`src/rtl/sram_arbiter.sv`:
```
// sram_arbiter: two-port round-robin arbiter in front of one single-port
// synchronous SRAM with a registered read port.
//
// Ports A and B each present read/write requests with a req/gnt handshake.
// The grant is combinational, and the granted port drives the SRAM in the
// same cycle. Read data is broadcast on both rdata buses. The owner's rvalid
// identifies which port the data belongs to.
//
// Optional build macro: SRAM_ARB_OREG_EN
//   defined   : read data passes through an extra output register.
//               The read latency is 2 cycles and rdata holds between returns.
//   undefined : rdata is sram_dout directly, with a read latency of 1 cycle.
module sram_arbiter #(
  parameter int AW = 10,
  parameter int DW = 128
) (
  input  logic          clk,
  input  logic          rst,
  // port A
  input  logic          a_req,
  input  logic          a_we,
  input  logic [AW-1:0] a_addr,
  input  logic [DW-1:0] a_wdata,
  output logic          a_gnt,
  output logic          a_rvalid,
  output logic [DW-1:0] a_rdata,
  // port B
  input  logic          b_req,
  input  logic          b_we,
  input  logic [AW-1:0] b_addr,
  input  logic [DW-1:0] b_wdata,
  output logic          b_gnt,
  output logic          b_rvalid,
  output logic [DW-1:0] b_rdata,
  // SRAM
  output logic          sram_ce,
  output logic          sram_we,
  output logic [AW-1:0] sram_addr,
  output logic [DW-1:0] sram_din,
  input  logic [DW-1:0] sram_dout
);

  // Round-robin pointer: names the port that wins when both request.
  typedef enum logic {
    PRIO_A = 1'b0,
    PRIO_B = 1'b1
  } prio_e;

  prio_e prio_q, prio_d;

  // Read-return tracking: the owner is 1 for port B and 0 for port A.
  logic rd_vld_q, rd_vld_d;
  logic rd_own_q, rd_own_d;

  // Return-cycle view of the read pipeline, selected by the build option.
  logic          ret_vld;
  logic          ret_own;
  logic [DW-1:0] ret_data;

  // Arbitration and pointer update; nothing is granted while in reset.
  always_comb begin
    a_gnt  = 1'b0;
    b_gnt  = 1'b0;
    prio_d = prio_q;
    if (!rst) begin
      if (a_req && (!b_req || prio_q == PRIO_A)) begin
        a_gnt = 1'b1;
      end else if (b_req) begin
        b_gnt = 1'b1;
      end
      if (a_gnt) begin
        prio_d = PRIO_B;
      end else if (b_gnt) begin
        prio_d = PRIO_A;
      end
    end
  end

  // Pointer register; reset gives port A first pick.
  always_ff @(posedge clk) begin
    if (rst) begin
      prio_q <= PRIO_A;
    end else begin
      prio_q <= prio_d;
    end
  end

  // SRAM drive is muxed from the granted port; all lines are quiet when idle.
  always_comb begin
    sram_ce   = 1'b0;
    sram_we   = 1'b0;
    sram_addr = '0;
    sram_din  = '0;
    if (a_gnt) begin
      sram_ce   = 1'b1;
      sram_we   = a_we;
      sram_addr = a_addr;
      sram_din  = a_wdata;
    end else if (b_gnt) begin
      sram_ce   = 1'b1;
      sram_we   = b_we;
      sram_addr = b_addr;
      sram_din  = b_wdata;
    end
  end

  // A granted read records its owner so the data can be tagged on return.
  always_comb begin
    rd_vld_d = (a_gnt && !a_we) || (b_gnt && !b_we);
    rd_own_d = b_gnt;
  end

  // First owner stage, aligned with sram_dout; reset drops in-flight reads.
  always_ff @(posedge clk) begin
    if (rst) begin
      rd_vld_q <= 1'b0;
      rd_own_q <= 1'b0;
    end else begin
      rd_vld_q <= rd_vld_d;
      rd_own_q <= rd_own_d;
    end
  end

`ifdef SRAM_ARB_OREG_EN
  logic          ret_vld_q, ret_vld_d;
  logic          ret_own_q, ret_own_d;
  logic [DW-1:0] rdata_q, rdata_d;

  // Second stage: capture the returning data and hold it until the next return.
  always_comb begin
    ret_vld_d = rd_vld_q;
    ret_own_d = rd_own_q;
    rdata_d   = rdata_q;
    if (rd_vld_q) begin
      rdata_d = sram_dout;
    end
  end

  // Output register stage; reset clears the owner pipeline.
  always_ff @(posedge clk) begin
    if (rst) begin
      ret_vld_q <= 1'b0;
      ret_own_q <= 1'b0;
      rdata_q   <= '0;
    end else begin
      ret_vld_q <= ret_vld_d;
      ret_own_q <= ret_own_d;
      rdata_q   <= rdata_d;
    end
  end

  assign ret_vld  = ret_vld_q;
  assign ret_own  = ret_own_q;
  assign ret_data = rdata_q;
`else
  assign ret_vld  = rd_vld_q;
  assign ret_own  = rd_own_q;
  assign ret_data = sram_dout;
`endif

  // Return strobes go only to the owner and are suppressed in a reset cycle.
  always_comb begin
    a_rvalid = ret_vld && !ret_own && !rst;
    b_rvalid = ret_vld &&  ret_own && !rst;
    a_rdata  = ret_data;
    b_rdata  = ret_data;
  end

endmodule

```
`config.mk`:
```
export PLATFORM = sky130hd
export DESIGN_NAME = sram_arbiter
export DESIGN_NICKNAME = d
export VERILOG_FILES = /design/src/rtl/sram_arbiter.sv
export SDC_FILE = /design/constraint.sdc
export NUM_CORES = 1
export LEC_CHECK = 0
export ABC_AREA = 1
export CAP_MARGIN = 15
export CORE_AREA = 2 2 312 314
export DETAILED_ROUTE_END_ITERATION = 12
export DIE_AREA = 0 0 314 316
export PLACE_DENSITY_LB_ADDON = 0.12
export SYNTH_ARGS = -nofsm -noshare
export SYNTH_HDL_FRONTEND = slang
export SYNTH_SLANG_ARGS = --single-unit
```
`constraint.sdc`:
```
create_clock -name clk -period 1.3 [get_ports clk]
set_clock_uncertainty 0.15 [all_clocks]
set_input_delay 0.13 -clock clk [delete_from_list [all_inputs] [get_ports clk]]
set_output_delay 0.13 -clock clk [all_outputs]
set_load 0.02 [all_outputs]
```
# Word level (Yosys, flattened, before mapping)
# Index checks and enable logic that the tools add are counted.
[totals]
register_bits = 3
latch_bits = 0
ram_bits = 0
romBits = 0
in_bits = 410
out_inout_bits = 400
elab_cells = 36
memories = 0
[classes]
add_sub_neg = 0
mul = 0
n_div = 0
n_lt_le_gt_ge = 0
eq_ne = 0
shifts = 0
muxes = 17
bitwise_logic = 1
n_reduce_logical = 15
[ops]
columns = ["operator", "n"]
rows = [
  ["$mux W128", 2],
  ["$mux W10", 2],
  ["$mux W1", 13],
  ["$logic_and A1 B1 Y1", 7],
  ["$logic_not A1 Y1", 5],
  ["$logic_or A1 B1 Y1", 2],
  ["$reduce_bool A2 Y1", 1],
  ["$not A1 Y1", 1],
]

# Depth between registers and ports, before layout
# Gate-level depths: netlist of the first run.
[depth]
word_depth = 8
mapped_depth = 6

# Worst setup path before layout of the first run
# OpenSTA, ideal clock, no wires.
[synth_path]
kind = "reg-to-output"
start = "register prio_q"
end = "output port sram_ce"
arrival_time_ns = 1.159
required_time_ns = 1.020
setup_slack_ns = -0.139
path_stages_with_launch = 5
n_path_buf = 1
cell_sequence = "dfxtp_1 > nand2_1 > buf_2 > nand2_1 > o21ai_0"
[synth_via]
elab_chain_len = 8
[synth_lines]
columns = ["element", "line_no", "text"]
rows = [
  ["start, declared", "49", "prio_e prio_q, prio_d;"],
  ["start signal, assigned", "84", "prio_q <= prio_d;"],
  ["$not A1 Y1 (*)", "66", "if (a_req && (!b_req || prio_q == PRIO_A)) begin"],
  ["$logic_or A1 B1 Y1 (*)", "66", ""],
  ["$logic_and A1 B1 Y1 (*)", "66", ""],
  ["$mux W1", "66", ""],
  ["$mux W1 (2 in series)", "65", "if (!rst) begin"],
  ["$mux W1", "99", "end else if (b_gnt) begin"],
  ["$mux W1 (*)", "94", "if (a_gnt) begin"],
  ["end, declared", "36", "output logic sram_ce,"],
]
# Mark *: on every way between the ends. The rest lies on a longest branch, timed or not. The select of a mux whose other input is x is not followed.

# Worst setup path after layout of the first run
[layout_path]
start = "register prio_q"
end = "output port sram_addr[5]"
[layout_via]
elab_chain_len = 8
[layout_lines]
columns = ["element", "line_no", "text"]
rows = [
  ["$not A1 Y1 (*)", "66", ""],
  ["$logic_or A1 B1 Y1 (*)", "66", ""],
  ["$logic_and A1 B1 Y1 (*)", "66", ""],
  ["$mux W1", "66", ""],
  ["$mux W1 (2 in series)", "65", ""],
  ["$mux W10", "99", ""],
  ["$mux W10 (*)", "94", ""],
  ["end, declared", "38", "output logic [AW-1:0] sram_addr,"],
]
# Marked as above.

==> summary.txt, run 1 <==
EDFF count, synth - 0
DRT Wirelength - 38690 microns
Fmax - 559.5 MHz
Die X - 314 microns
Hold EP - a_rdata[89]
# IOs - 810
Area share of the largest cell type after synthesis - 44.08%
Total gr overflow - 0
1st-pass router iterations - 4
Reg area - 66.31 sq um
Area of the multi-input gates - 3079 sq um
Minimum clock period - 1.787 ns
PwrDens - 405.9 nW/um^2
Initial antenna violation count - 2
Clock Sink Count - 3
Root buffer cell - clkbuf_16
DR iter-0 viols - 155
Die ar. - 99220 sq um
Port Buffer Count - 425
Outcome - finished with violations
Crit path DAT - 1.51 ns
Syn Area/Cell - 5.867 sq um
R2R depth - 8
Hold Path Depth - 0
Vias per cell - 2.770
Critical Path Sink Type - primary output
DIE HEIGHT - 316 microns
HP Class - in -> out
Post-layout nets - 1421
CP Cell Sequence - inv_4, nand2_8, buf_16, buf_12, buf_6, nand3_2, nand2_2, buf_12
Pins Over Slew Limit - 0
Synth-to-Final Area Change - 142.1%
WP buf/inv - 5
Kind of critical path - reg -> out
Crit Path Max Fanout - 6
Vias in the first global route - 6844
Cell Area, Synth - 4547 sq um
Inserted Diodes - 0
Post-route antenna net violation count - 0
CP peak stage delay - 0.36 ns
Cells after Synth - 775
PnR worst setup slack - -0.4872 ns
Slew HR - 86.13%
CP delay by family, top - buffers and inverters
Final GP Congestion - 0.7924
HP Start - sram_dout[89]
Row count - 114
Area leader, netlist - buf_4
Clock Path Buffers - 2
LEAKAGE - 4.247 nW
Mapped Nets - 1185
Core area - 95990 sq um
Total power - 4.469 mW
Routed via count - 6332
Largest net degree at the start of global routing - 30
CTS H-tree lvls - 1
RR Endpoint - rd_vld_q
Drt drc - 0
DR WL/cell - 16.92 microns
Final setup vio count - 146
Worst path slowest cell - dfxtp_4
Number of CTS-inserted buffers - 3
First-pass GRT wire length - 50610 microns
Layout cell share with drive strength beyond 1 - 48.12%
RSZ-0062 raised after global routing - yes
Period utilization - 137.5%
Cell mode on critical path - buf_12
Fraction of registers with async set or reset after synthesis - 0%
GRT Total Usage - 7.025%
Top post-synthesis cells by count - buf_4 (267), nand2_1 (145), nand3_1 (140), nand4_1 (140), buf_2 (39)
Top FF cell, synth - dfxtp_1
Sequential-to-total area share from yosys stat - 1.321%
Clock slew seen by the registers of the worst setup and hold paths - 0.03 ns
#FFs+latches synth - 3
Top-count cell post-synth - buf_4
VDD IR max - 262.5 uV
Final Hold Fails - 0
Max Cap Viol - 0
Yosys cell types - 15
Least-Margin Pin Slew - 0.2074 ns
R2r setup slk - -0.34 ns
Top post-synthesis cells by area - buf_4 (44%), nand4_1 (19%), nand3_1 (15%)
Fill cells - 11160
Worst flop-to-flop path startpoint - prio_q
Critical Path RT - 1.02 ns
Starting density of the core - 4.737%
Startpoint Class - flop
Yosys warns - 0
Worst skew pair latency - 0.22 ns
HPWL after DPL - 31010 microns
CTS tree - built
Violated checks - negative setup slack
Core Util, Final - 11.47%
[cells by family (layout without fill, tap and decap cells)]
| logic type | after synthesis | in the layout | share of synthesized area, % |
|---|---|---|---|
| compound gates | 2 | 2 | 0.2199 |
| buf+inv | 340 | 575 | 51.18 |
| flops | 3 | 3 | 1.321 |
| simple gates | 430 | 430 | 47.28 |
[worst register-to-register path, cell delays in order (launching register included)]
cell,delay [ns]
dfxtp_4,0.38
nand2_8,0.11
buf_12,0.18
buf_8,0.15
clkbuf_16,0.15
buf_6,0.12
nand4_1,0.07
nand2_2,0.08
buf_12,0.14
[final cells by class]
class / instances / area share [%]
repair buffers: 563 / 55.85
multi-input cells: 432 / 27.97
well taps: 1276 / 14.50
clock buffers: 4 / 0.7160
flip-flops and latches: 3 / 0.6023
inverters: 8 / 0.3637
[routing by layer]
metal	vias up	share of wire, %	GRT usage, %	wire, microns
li1	2897	-	-	-
met1	2867	37	7.620	14410
met2	472	49	12.40	18970
met3	94	11	3.050	4264
met4	2	2.7	1.957	1030
met5	-	0.034	0	13
[layout by cell type, fill, tap and decap left out, drive strengths merged]
cell type      instances
inv                    8
clkbuf                 9
nand4                140
o21ai                  1
nand2                146
buf                  278
dfxtp                  3
a21oi                  1
clkdlybuf4s15          1
nand3                140
clkdlybuf4s50        278
nor2                   4
bufbuf                 1
[metrics by stage]
stage | worst slack, ns | instance area, sq um | TNS (ns) | hold slack (ns) | cells
CTS | -0.5617 | 9837 | -65.34 | 0.1102 | 2278
global route | -0.5397 | 11010 | -66.88 | 0.1100 | 2286
floorplan | 0.003849 | 4770 | 0 | 0.1573 | 775
global placement | -1.145 | 9500 | -149.57 | 0.1102 | 2255
detailed placement | -1.139 | 9500 | -148.53 | 0.1102 | 2255
finish | -0.4872 | 11010 | -56.02 | 0.1100 | 2286
[registers in the layout, indices dropped and copies added (netlist names)]
register,cells
rd_own_q,1
rd_vld_q,1
prio_q,1
[power by group]
part	switching [mW]	total (mW)	internal, mW
sequential	0.00767	0.107	0.0998
clock	0.0847	0.489	0.405
combinational	1.77	3.87	2.11
total	1.86	4.47	2.61
[timing repair]
item	in CTS	in global routing
buffers inserted	12	7
pin swaps	2	93
setup endpoints to repair	147	147
hold buffers	0	0
resized for setup	682	311
cloned	7	4
[worst max-delay path by stage]
| stage | to | startpoint | cells after the start | slack (ns) |
|---|---|---|---|---|
| floorplan | sram_din[48] | prio_q | 5 | 0.004 |
| detailed placement | sram_din[125] | b_req | 8 | -1.14 |
| CTS | sram_din[66] | prio_q | 7 | -0.56 |
| global placement | sram_din[97] | b_req | 8 | -1.15 |
| global route | sram_addr[5] | prio_q | 8 | -0.54 |
| finish | sram_addr[5] | prio_q | 8 | -0.49 |
Note: power is estimated with default switching activity, not from simulation.
==> inputs of run 2 (changes only) <==
ABC_CLOCK_PERIOD_IN_PS = 1300   (was default)
==> results of run 2 <==
The final DEF is identical to that of run 1; final timing and power are the same.
